===== config.mk =====
export PLATFORM = sky130hd
export DESIGN_NAME = fifo_ctrl
export DESIGN_NICKNAME = d
export VERILOG_FILES = /design/src/rtl/fifo_ctrl_pkg.sv /design/src/rtl/fifo_ctrl_rr_arbiter.sv /design/src/rtl/fifo_ctrl.sv
export SDC_FILE = /design/constraint.sdc
export NUM_CORES = 1
export LEC_CHECK = 0
export CORE_ASPECT_RATIO = 0.9
export CORE_MARGIN = 2
export CORE_UTILIZATION = 47
export CTS_CLUSTER_DIAMETER = 40
export DETAILED_ROUTE_END_ITERATION = 7
export PLACE_DENSITY = 0.94
export SLEW_MARGIN = 20
export SYNTH_ARGS = -nofsm -noshare
export SYNTH_HDL_FRONTEND = slang
export SYNTH_SLANG_ARGS = --single-unit

===== constraint.sdc =====
create_clock -name inp_clk -period 5.1 [get_ports inp_clk]
set_input_delay 1.53 -clock inp_clk [delete_from_list [all_inputs] [get_ports inp_clk]]
set_output_delay 1.53 -clock inp_clk [all_outputs]
set_load 0.005 [all_outputs]

===== src/rtl/fifo_ctrl_pkg.sv =====
// Shared types and defaults for the fifo write-arbiter / read-sequencer.
// Optional sticky error output is enabled with FIFO_CTRL_ERR_EN.
package fifo_ctrl_pkg;

    localparam int DEF_WIDTH = 8;
    localparam int DEF_NREQ  = 4;
    localparam int DEF_DEPTH = 16;

    typedef enum logic {
        RUN   = 1'b0,
        DRAIN = 1'b1
    } state_e;

endpackage


===== src/rtl/fifo_ctrl_rr_arbiter.sv =====
// Round-robin arbiter: first unmasked request at or after the pointer wins.
// Pointer advances past the winner only when a grant is issued.
module rr_arbiter
    import fifo_ctrl_pkg::*;
#(
    parameter int NREQ = DEF_NREQ
) (
    input  logic            clk_i,
    input  logic            rst_ni,
    input  logic            en_i,
    input  logic [NREQ-1:0] req_i,
    input  logic [NREQ-1:0] mask_i,
    output logic [NREQ-1:0] gnt_o
);

    localparam int PW = $clog2(NREQ);

    logic [PW-1:0]   ptr_q, ptr_d;
    logic [PW-1:0]   lo_idx, hi_idx, win;
    logic [NREQ-1:0] elig;
    logic            hi_hit;

    always_comb begin
        elig   = req_i & ~mask_i;
        lo_idx = '0;
        hi_idx = '0;
        hi_hit = 1'b0;
        // Descending scan leaves the lowest matching index in each slot.
        for (int j = NREQ - 1; j >= 0; j--) begin
            if (elig[j]) begin
                lo_idx = PW'(j);
                if (PW'(j) >= ptr_q) begin
                    hi_idx = PW'(j);
                    hi_hit = 1'b1;
                end
            end
        end
        win   = hi_hit ? hi_idx : lo_idx;
        gnt_o = '0;
        ptr_d = ptr_q;
        if (en_i && (|elig)) begin
            gnt_o = NREQ'(1) << win;
            ptr_d = (win == PW'(NREQ - 1)) ? '0 : win + 1'b1;
        end
    end

    always_ff @(posedge clk_i or negedge rst_ni) begin
        if (!rst_ni) begin
            ptr_q <= '0;
        end else begin
            ptr_q <= ptr_d;
        end
    end

endmodule


===== src/rtl/fifo_ctrl.sv =====
// Shares a fifo write port among NREQ requesters and sequences its reads.
// Define FIFO_CTRL_ERR_EN to add the sticky err output.
module fifo_ctrl
    import fifo_ctrl_pkg::*;
#(
    parameter int WIDTH = DEF_WIDTH,
    parameter int NREQ  = DEF_NREQ,
    parameter int DEPTH = DEF_DEPTH,
    parameter int CNT_W = $clog2(DEPTH) + 1
) (
    input  logic                  inp_clk,
    input  logic                  reset,
    input  logic [NREQ-1:0]       req,
    input  logic [NREQ*WIDTH-1:0] req_d,
    output logic [NREQ-1:0]       gnt,
    input  logic                  pop,
    input  logic                  flush,
    output logic                  write_flg,
    output logic [WIDTH-1:0]      inp_d,
    output logic                  read_flg,
    output logic                  rd_vld,
    output logic                  full,
    output logic                  empty,
    output logic [CNT_W-1:0]      level,
    output logic                  flush_done
`ifdef FIFO_CTRL_ERR_EN
    ,
    output logic                  err
`endif
);

    localparam logic [CNT_W-1:0] LVL_MAX = CNT_W'(DEPTH);

    state_e            state_q, state_d;
    logic [NREQ-1:0]   gnt_q, arb_gnt;
    logic              wflg_q, rflg_q, rvld_q;
    logic [WIDTH-1:0]  inp_d_q, inp_d_d;
    logic [CNT_W-1:0]  level_q, level_d;
    logic              full_q, empty_q;
    logic              fdone_q, fdone_d;
    logic              wr_allow, wr_go, rd_go;

    assign wr_allow = (state_q == RUN) && (level_q != LVL_MAX);

    // Last cycle's winner is masked so its stale request is not re-taken.
    rr_arbiter #(
        .NREQ (NREQ)
    ) u_arb (
        .clk_i  (inp_clk),
        .rst_ni (reset),
        .en_i   (wr_allow),
        .req_i  (req),
        .mask_i (gnt_q),
        .gnt_o  (arb_gnt)
    );

    always_comb begin
        state_d = state_q;
        fdone_d = 1'b0;
        wr_go   = |arb_gnt;
        rd_go   = (level_q != '0) && ((state_q == DRAIN) || pop);
        inp_d_d = inp_d_q;
        for (int i = 0; i < NREQ; i++) begin
            if (arb_gnt[i]) begin
                inp_d_d = req_d[i*WIDTH +: WIDTH];
            end
        end
        level_d = level_q + CNT_W'(wr_go) - CNT_W'(rd_go);
        unique case (state_q)
            RUN: begin
                if (flush) begin
                    state_d = DRAIN;
                end
            end
            DRAIN: begin
                // Wait for the final read_flg cycle to retire first.
                if (level_q == '0 && !rflg_q) begin
                    state_d = RUN;
                    fdone_d = 1'b1;
                end
            end
            default: state_d = RUN;
        endcase
    end

    always_ff @(posedge inp_clk or negedge reset) begin
        if (!reset) begin
            state_q <= RUN;
            gnt_q   <= '0;
            wflg_q  <= 1'b0;
            inp_d_q <= '0;
            rflg_q  <= 1'b0;
            rvld_q  <= 1'b0;
            level_q <= '0;
            full_q  <= 1'b0;
            empty_q <= 1'b1;
            fdone_q <= 1'b0;
        end else begin
            state_q <= state_d;
            gnt_q   <= arb_gnt;
            wflg_q  <= wr_go;
            inp_d_q <= inp_d_d;
            rflg_q  <= rd_go;
            rvld_q  <= rflg_q;
            level_q <= level_d;
            full_q  <= (level_d == LVL_MAX);
            empty_q <= (level_d == '0);
            fdone_q <= fdone_d;
        end
    end

    assign gnt        = gnt_q;
    assign write_flg  = wflg_q;
    assign inp_d      = inp_d_q;
    assign read_flg   = rflg_q;
    assign rd_vld     = rvld_q;
    assign level      = level_q;
    assign full       = full_q;
    assign empty      = empty_q;
    assign flush_done = fdone_q;

`ifdef FIFO_CTRL_ERR_EN
    logic err_q, err_d;

    always_comb begin
        err_d = err_q;
        if (state_q == RUN && pop && level_q == '0) begin
            err_d = 1'b1;
        end
        if (state_q == DRAIN && flush) begin
            err_d = 1'b1;
        end
    end

    always_ff @(posedge inp_clk or negedge reset) begin
        if (!reset) begin
            err_q <= 1'b0;
        end else begin
            err_q <= err_d;
        end
    end

    assign err = err_q;
`endif

endmodule

======== Word-level counts from Yosys, hierarchy flattened ========
Index checks and enable logic that the tools add are counted.
word-level totals
  bits in registers ....................... 26
  output and inout port bits .............. 23
  logic and storage cells ................. 69
cells by class
  add/subtract/negate cells ............... 3
  magnitude comparators ................... 4
  eq/ne operators ......................... 3
  shift-type cells ........................ 1
  multiplexer cells ....................... 32
  bitwise gates (word level) .............. 3
  reductions and logical operators ........ 12
operators by type and width
  kind                                                                                count
  8-bit 2-to-1 mux                                                                    4
  2-bit 2-to-1 mux                                                                    14
  1-bit 2-to-1 mux                                                                    12
  5-bit logical NOT                                                                   2
  4-bit OR reduction                                                                  2
  5-bit by 1-bit adder with 5-bit output                                              1
  5-bit == test, second input constant                                                1
  5-bit != test, second input constant                                                1
  5-bit nonzero test                                                                  1
  5-bit by 1-bit subtractor with 5-bit output                                         1
  4-bit AND                                                                           1
  1-bit by 2-bit greater-or-equal comparator with 1-bit output, first input constant  2
  2-bit greater-or-equal comparator, first input constant                             2
  1-bit logical AND                                                                   4
  4-bit 2-to-1 mux                                                                    1
  4-bit NOT                                                                           1
  4-bit nonzero test                                                                  1
  1-bit by 2-bit left shift with 4-bit output, first input constant                   1
  2-bit by 1-bit adder with 2-bit output, second input constant                       1
  2-bit == test, second input constant                                                1
  1-bit case mux with 2 select lines                                                  1
  1-bit logical NOT                                                                   1
  1-bit logical OR                                                                    1
  1-bit NOT                                                                           1

======== Longest topological paths before layout ========
Gate-level depths: netlist (run 1).
  depth after elaboration ................. 16
  gate-level depth with buffers ........... 14

======== Cells and area by module ========
From an unflattened synthesis (run 1), not the netlist that was laid out.
unflattened totals
  cell total of the unflattened synthesis .. 135
  area, all modules ....................... 1,458.9 µm²
by module, submodules not included
  module      instances  cells each  area each (µm²)
  fifo_ctrl   1          102         1,176.1
  rr_arbiter  1          33          282.8

======== Least setup slack after synthesis (run 1) ========
Ideal clock, no wire load.
  kind .................................... input to register
  start point ............................. in req[3]
  end point ............................... reg full_q (netlist: full)
  library setup time ...................... 0.067 ns
  arrival time ............................ 4.041 ns
  required time ........................... 5.033 ns
  path slack .............................. 0.992 ns
  stages on the path ...................... 14
  cells stage by stage .................... nor2b_4 > nor4_4 > a311oi_4 > buf_6 > inv_1 > ha_1 > inv_1 > ha_1 > inv_1 > fa_1 > inv_1 > nor4b_1 > mux2i_1 > and3b_1
on the way
  word-level cells in the longest chain between the ends .. 15
  elaborated cells between the ends (all ways) .. 28
ends and longest elaborated chain
  what                                                         RTL line                    source
  start, declared                                              fifo_ctrl.sv:13             input logic [NREQ-1:0] req,
  4-bit AND (*)                                                fifo_ctrl_rr_arbiter.sv:24  elig = req_i & ~mask_i;
  2-bit 2-to-1 mux / 1-bit 2-to-1 mux (equally long branches)  fifo_ctrl_rr_arbiter.sv:30  if (elig[j]) begin
  2-bit 2-to-1 mux / 1-bit 2-to-1 mux (equally long branches)  fifo_ctrl_rr_arbiter.sv:32  if (PW'(j) >= ptr_q) begin
  2-bit 2-to-1 mux / 1-bit 2-to-1 mux (equally long branches)  fifo_ctrl_rr_arbiter.sv:30
  2-bit 2-to-1 mux / 1-bit 2-to-1 mux (equally long branches)  fifo_ctrl_rr_arbiter.sv:32
  2-bit 2-to-1 mux / 1-bit 2-to-1 mux (equally long branches)  fifo_ctrl_rr_arbiter.sv:30
  2-bit 2-to-1 mux / 1-bit 2-to-1 mux (equally long branches)  fifo_ctrl_rr_arbiter.sv:32
  2-bit 2-to-1 mux / 1-bit 2-to-1 mux (equally long branches)  fifo_ctrl_rr_arbiter.sv:30
  2-bit 2-to-1 mux                                             fifo_ctrl_rr_arbiter.sv:38  win = hi_hit ? hi_idx : lo_idx;
  1-bit by 2-bit left shift with 4-bit output                  fifo_ctrl_rr_arbiter.sv:42  gnt_o = NREQ'(1) << win;
  4-bit 2-to-1 mux (*)                                         fifo_ctrl_rr_arbiter.sv:41  if (en_i && (|elig)) begin
  4-bit OR reduction (*)                                       fifo_ctrl.sv:60             wr_go = |arb_gnt;
  net wr_go                                                    fifo_ctrl.sv:41             logic wr_allow, wr_go, rd_go;
  5-bit by 1-bit adder with 5-bit output (*)                   fifo_ctrl.sv:68             level_d = level_q + CNT_W'(wr_go) - CNT_W'(rd_go);
  5-bit by 1-bit subtractor with 5-bit output (*)              fifo_ctrl.sv:68
  net level_d[1]                                               fifo_ctrl.sv:38             logic [CNT_W-1:0] level_q, level_d;
  5-bit == test (*)                                            fifo_ctrl.sv:106            full_q <= (level_d == LVL_MAX);
  end signal, assigned                                         fifo_ctrl.sv:106
  end, declared                                                fifo_ctrl.sv:39             logic full_q, empty_q;
The timed path passes the listed nets; every way through them passes the cells marked *.
A chain may end at the register's enable or synchronous reset.

======== Worst setup path in the final report (run 1) ========
  start point ............................. in req[1]
  end point ............................... reg full_q (netlist: full)
on the way
  word-level cells in the longest chain between the ends .. 11
  elaborated cells between the ends (all ways) .. 18
ends and longest elaborated chain
  what                                                         RTL line
  4-bit AND (*)                                                fifo_ctrl_rr_arbiter.sv:24
  2-bit 2-to-1 mux / 1-bit 2-to-1 mux (equally long branches)  fifo_ctrl_rr_arbiter.sv:30
  2-bit 2-to-1 mux / 1-bit 2-to-1 mux (equally long branches)  fifo_ctrl_rr_arbiter.sv:32
  2-bit 2-to-1 mux / 1-bit 2-to-1 mux (equally long branches)  fifo_ctrl_rr_arbiter.sv:30
  2-bit 2-to-1 mux                                             fifo_ctrl_rr_arbiter.sv:38
  1-bit by 2-bit left shift with 4-bit output                  fifo_ctrl_rr_arbiter.sv:42
  4-bit 2-to-1 mux (*)                                         fifo_ctrl_rr_arbiter.sv:41
  4-bit OR reduction (*)                                       fifo_ctrl.sv:60
  5-bit by 1-bit adder with 5-bit output (*)                   fifo_ctrl.sv:68
  5-bit by 1-bit subtractor with 5-bit output (*)              fifo_ctrl.sv:68
  net level_d[1]                                               fifo_ctrl.sv:38
  5-bit == test (*)                                            fifo_ctrl.sv:106
Marks and branches as above.

==> results of run 1 <==
[metrics by stage]
step | util | power [W] | worst slack [ns] | instance area, um^2 | hold slack, ns
5_1_grt | 0.697 | 0.00115 | 0.633 | 2300 | 0.432
6_report | 0.697 | 0.00106 | 0.891 | 2300 | 0.399
3_5_place_dp | 0.681 | 0.000929 | 0.634 | 2250 | 0.383
2_1_floorplan | - | 0.000697 | 0.992 | 1590 | 0.389
3_3_place_gp | 0.681 | 0.000917 | 0.743 | 2250 | 0.379
4_1_cts | 0.697 | 0.00107 | 0.883 | 2300 | 0.403
[registers in the layout, summed over array words and instances, names as in the netlist, 2 cells and up]
name / count
inp_d: 8
level: 5
gnt: 4
u_arb.ptr_q: 2
[layer usage]
metal  wire length [um]  track usage
met3                121       0.0342
met5                  0            0
met2               1730        0.348
met4                 17       0.0357
met1               1450        0.252
[final cells by class]
type / count / area share
well taps: 44 / 0.0239
multi-input cells: 97 / 0.377
clock buffers: 4 / 0.0239
repair buffers: 64 / 0.276
inverters: 10 / 0.0163
flip-flops and latches: 26 / 0.283
[layout by cell type (no fill, tap or decap), drive strengths merged, types with 2 or more instances in the layout]
master | netlist | final
a21o | 2 | 2
a21oi | 4 | 4
and2 | 5 | 5
and3b | 2 | 2
buf | 4 | 2
clkbuf | 1 | 4
clkdlybuf4s50 | 0 | 62
dfrtp | 25 | 25
ha | 10 | 10
inv | 10 | 10
mux2 | 18 | 18
mux2i | 9 | 9
nand2 | 8 | 8
nand2b | 2 | 2
nor2 | 6 | 6
nor2b | 4 | 4
nor4 | 2 | 2
nor4b | 2 | 2
o21ai | 9 | 9
o22ai | 2 | 2
or2b | 2 | 2
xnor2 | 2 | 2
[how the worst min path moves through the flow]
stage             start     end  slack [ns]
2_1_floorplan  read_flg  rd_vld        0.39
3_3_place_gp   read_flg  rd_vld        0.38
3_5_place_dp   read_flg  rd_vld        0.38
4_1_cts        read_flg  rd_vld        0.40
5_1_grt        read_flg  rd_vld        0.43
6_report       read_flg  rd_vld        0.40
[kinds of logic (layout without fill, tap and decap cells)]
kind of cell,count (synthesis),after routing,synth area share
AOI/OAI and AO/OA,21,21,0.0923
xor gates and xnor gates,3,3,0.0166
adders and majority gates,11,11,0.0915
buffers and inverters,15,78,0.0418
DFF,26,26,0.411
muxes,27,27,0.194
and+or+nand+nor,35,35,0.153
[power groups by stage]
stage	logic [W]	registers (W)	clock network, W
final	0.000587	0.000341	0.000130
after detailed placement	0.000585	0.000344	0
after CTS	0.000595	0.000342	0.000133
after global routing	0.000657	0.000351	0.000138
after global placement	0.000571	0.000346	0
after floorplan	0.000355	0.000343	0
==> out/results.txt, run 1 <==
root buf cell - clkbuf_8
CP max stage cell - clkdlybuf4s50_1
Total GRT Usage - 0.195
worst reg2reg path endpoint - full
Storage cell area - 652 um^2
Fillers - 259
number of global-route vias before repair - 1,229
part of the power in combinational logic - 0.555
critical path capture point type - flip-flop
initial antenna violation count - 0
Syn Area/Cell - 11.5 um^2
# Max-Cap Violations - 0
Synth area leaders - dfrtp_1 39%, mux2_2 9.2%, ha_1 7.9%
status - complete, no violations
Routed Antenna Nets - 0
net switching power - 0.000366 W
clk slew on worst S/H paths - 0.09 ns
global route overflow - 0
setup TNS - 0 ns
Clock Latency Late Sink - 0.27 ns
area of the multi-input gates - 868 um^2
YS warnings - 0
internal power - 0.000692 W
register area share after synthesis - 0.411
most frequent cells after synthesis - 25 x dfrtp_1, 13 x mux2_2, 10 x ha_1, 10 x inv_1
critical path class - in2reg
core area - 3300 um^2
CTS tree - done
Critical R2R Launch - level[2]
Worst-Margin Slew - 0.553 ns
Unique masters post-synth - 37
worst setup path end - full
slowest stage delay, CP - 0.48 ns
Die Ht - 59.1 um
DRT iter0 DRCs - 56
CP cell instances - clkdlybuf4s50_1, nor2b_4, nor4_4, a311oi_4, inv_1, ha_1, inv_1, ha_1, inv_1, fa_1, inv_1, nor4b_1, mux2i_1, and3b_1
worst min path class - reg2reg
residual DRC count - 0
VDD IR max - 0.431 mV
fin cells - 245
GP Congestion - 0.808
Worst Path Arrival - 4.41 ns
crit share post-route - 0.825
hpwl dp - 2630 um
Area growth syn-to-layout - 45.2%
post-CTS resize count - 0
Hold Path Stages - 0
Worst Setup SP - req[1]
largest net degree at the start of global routing - 18
startpoint types - primary input
Power Dens Cells - 459 nW/um^2
buffers from clock root to sink, at most - 2
R2R Setup Slk - 2.03 ns
RSZ-0062 raised after global routing - false
# clock sinks - 26
fin crit period - 4.21 ns
hold buffer count at CTS - 0
TritonCTS buffer count - 3
most area-hungry cell type in the Yosys netlist - dfrtp_1
Die ar. - 3860 um^2
FP Rows - 20
I/O pin total - 63
Synth Flop Type - dfrtp_1
Reg2Reg Depth - 13
sw frac - 0.346
number of flops mapped to enable cells by yosys - 0
wire length per cell - 13.6 um
number of synthesized register bits - 26
WP buf/inv - 5
CP required - 5.30 ns
Initial Util - 0.480
clock power share - 0.123
global-route wire length before repair - 5750 um
Die W - 65.2 um
relative slew slack - 0.632
worst clock skew - 0.00740 ns
Placed Cells incl. Taps - 241
Via density - 4.95
via count - 1,212
setup bufs post-CTS - 0
syn_nets - 189
Mapped Cells - 138
Crit path max-delay family - adder cells
Final Setup Violations - 0
first drt pass iteration count - 2
Post-Route WL - 3320 um
layout cells sized above 1 - 0.174
Post-synth ARST share - 1.00
Hold Vio Cnt, Final - 0
Max Transition Viols Final - 0
Stages on worst setup path - 14
nets - 253
Synth top area share - 0.394
Antenna Cells - 0
P_leak - 0.994 nW
most frequent cell after synthesis - dfrtp_1
worst-path fanout max - 4
cell area after synthesis - 1590 um^2
Fmax achieved - 238 MHz
sequential power share - 0.322
H-tree levels - 1
Crit path top cell by count - inv_1
IO buf count - 62
No activity file was read; power rests on OpenSTA's default activity.
==> inputs of run 2 (changes only) <==
- CORE_UTILIZATION: 47 -> 43
- PLACE_DENSITY: 0.94 -> 0.87
- clock period: 5.1 -> 4.4 ns (I/O delays scaled with it)
==> run 2 against run 1 <==
Worst setup slack worse by 0.59 ns. Combinational power is 17% higher. Power is 16% higher. Global-route usage is 0.64 points higher. Core utilization is 3.7 points lower. Highest routed layer unchanged.
==> out/results.txt, run 2 (synthesis results as in run 1) <==
residual DRC count - 0 (unchanged)
TritonCTS buffer count - 3 (unchanged)
clk slew on worst S/H paths - 0.09 ns (about the same)
number of global-route vias before repair - 1,316 (was 1,229)
via count - 1,232 (was 1,212)
Die ar. - 4190 um^2 (was 3860 um^2)
relative slew slack - 0.621 (was 0.632)
CP cell instances - clkdlybuf4s50_1, nor2b_2, nor4_4, a311oi_4, inv_1, ha_1, inv_1, ha_1, inv_1, fa_1, xnor2_1, nor4b_1, mux2i_1, and3b_1 (was clkdlybuf4s50_1, nor2b_4, nor4_4, a311oi_4, inv_1, ha_1, inv_1, ha_1, inv_1, fa_1, inv_1, nor4b_1, mux2i_1, and3b_1)
core area - 3450 um^2 (was 3300 um^2)
Total GRT Usage - 0.201 (was 0.195)
DRT iter0 DRCs - 49 (was 56)
FP Rows - 20 (unchanged)
worst clock skew - 0.00950 ns (was 0.00740 ns)
Placement Setup Slack - 0.0737 ns (was 0.634 ns)
GP Congestion - 0.807 (was 0.808)
commonest cells after routing, fill and taps aside - 61 x clkdlybuf4s50_1, 25 x dfrtp_1, 13 x mux2_2 (was 62 x clkdlybuf4s50_1, 25 x dfrtp_1, 13 x mux2_2)
# Max-Cap Violations - 0 (unchanged)
initial antenna violation count - 0 (unchanged)
fin worst setup slack - 0.299 ns (was 0.891 ns)
layout cells sized above 1 - 0.170 (was 0.174)
largest net degree at the start of global routing - 27 (was 18)
CP max stage cell - clkdlybuf4s50_1 (unchanged)
# clock sinks - 26 (unchanged)
first drt pass iteration count - 4 (was 2)
worst-path fanout max - 3 (was 4)
Clock Latency Late Sink - 0.27 ns (about the same)
hold_sp - read_flg (unchanged)
Critical R2R Launch - level[3] (was level[2])
post-CTS resize count - 0 (unchanged)
Antenna Cells - 0 (unchanged)
Routed Antenna Nets - 0 (unchanged)
hpwl dp - 2940 um (was 2630 um)
top layer in use - met4 (unchanged)
CP required - 4.60 ns (was 5.30 ns)
global route overflow - 0 (unchanged)
nets - 252 (was 253)
buffers from clock root to sink, at most - 2 (unchanged)
Final Setup Violations - 0 (unchanged)
Initial Util - 0.459 (was 0.480)
IO buf count - 62 (unchanged)
slowest stage delay, CP - 0.47 ns (was 0.48 ns)
Post-Route WL - 3650 um (was 3320 um)
wire length per cell - 14.9 um (was 13.6 um)
startpoint types - primary input (unchanged)
Worst Path Arrival - 4.30 ns (was 4.41 ns)
root buf cell - clkbuf_8 (unchanged)
Fmax achieved - 244 MHz
status - complete, no violations (unchanged)
hold buffer count at CTS - 0 (unchanged)
routed wl met2 - 1800 um (was 1730 um)
global-route wire length before repair - 6240 um (was 5750 um)
commonest non-fill, non-tap cell in the layout - clkdlybuf4s50_1 (unchanged)
RSZ-0062 raised after global routing - false (unchanged)
worst min path class - reg2reg (unchanged)
M1 WL - 1630 um (was 1450 um)
Die W - 68.0 um (was 65.2 um)
Area growth syn-to-layout - 43.8% (was 45.2%)
critical path capture point type - flip-flop (unchanged)
critical path class - in2reg (unchanged)
crit share post-route - 0.932
fin crit period - 4.10 ns
Die Ht - 61.6 um (was 59.1 um)
Via density - 5.05 (was 4.95)
max FFs per register - 8 (unchanged)
Max Transition Viols Final - 0 (unchanged)
setup TNS - 0 ns (unchanged)
Hold Vio Cnt, Final - 0 (unchanged)
final core occ - 0.661 (was 0.697)
CTS tree - done (unchanged)
Power Dens Cells - 537 nW/um^2 (was 459 nW/um^2)
met3 WL - 141 um (was 121 um)
Crit path top cell by count - inv_1 (unchanged)
I/O pin total - 63 (unchanged)
Worst-Margin Slew - 0.569 ns (was 0.553 ns)
WP buf/inv - 4 (was 5)
VDD IR max - 0.433 mV (was 0.431 mV)
H-tree levels - 1 (unchanged)
Worst Setup SP - req[2] (was req[1])
P_leak - 0.983 nW (was 0.994 nW)
setup bufs post-CTS - 0 (unchanged)
Crit path max-delay family - simple AND/OR/NAND/NOR gates (was adder cells)
run 2: changes by cell type in the layout (fill, tap and decap cells not counted):
cell,change
clkdlybuf4s50_1,-1
clkbuf_8,-1
clkbuf_1,+1
buf_2,+1
buf_4,-1
run 2: cell type report:
cell class,instances,area (um^2)
Inverter,10,37.5
Clock buffer,4,45.0
Multi-Input combinational cell,97,868
Sequential cell,26,652
Timing Repair Buffer,63,623
Fill cell,263,1170
Tap cell,44,55.1
run 2: where the power goes:
group | switching [W] | internal [W] | total (W)
Clock | 0.0000711 | 0.0000647 | 0.000136
Combinational | 0.000295 | 0.000394 | 0.000689
Sequential | 0.0000720 | 0.000328 | 0.000400
Total | 0.000438 | 0.000786 | 0.00122
run 2: stage by stage:
step / cells / hold slack [ns] / area [um^2] / total power [W]
2_1_floorplan: 138 / 0.389 / 1590 / 0.000808
3_3_place_gp: 240 / 0.392 / 2240 / 0.00105
3_5_place_dp: 240 / 0.402 / 2240 / 0.00109
4_1_cts: 244 / 0.422 / 2290 / 0.00123
5_1_grt: 244 / 0.430 / 2280 / 0.00132
6_report: 244 / 0.415 / 2280 / 0.00122
run 2: worst paths after layout:
| path | to | slack (ns) | cells past startpoint |
|---|---|---|---|
| min reg2reg | rd_vld | 0.42 | 0 |
| min | rd_vld | 0.42 | 0 |
| max reg2reg | full | 1.18 | 13 |
| min in group asynchronous | u_arb.ptr_q[1] | 1.04 | 1 |
| max | full | 0.30 | 14 |
| max in group asynchronous | level[3] | 2.98 | 1 |
run 2: layer usage:
layer | up-vias | track usage
met4 | 0 | 0.0486
met3 | 10 | 0.0512
met2 | 32 | 0.358
met5 | - | 0
li1 | 599 | -
met1 | 591 | 0.246
run 2: worst reg2reg max path, stage by stage, from the launching register on:
cell and delay, ns:
dfrtp_1 0.41, inv_1 0.09, ha_1 0.23, nor4b_1 0.43
nor2_1 0.13, ha_1 0.29, inv_1 0.06, ha_1 0.15
inv_1 0.05, fa_1 0.39, xnor2_1 0.19, nor4b_1 0.35
mux2i_1 0.17, and3b_1 0.24
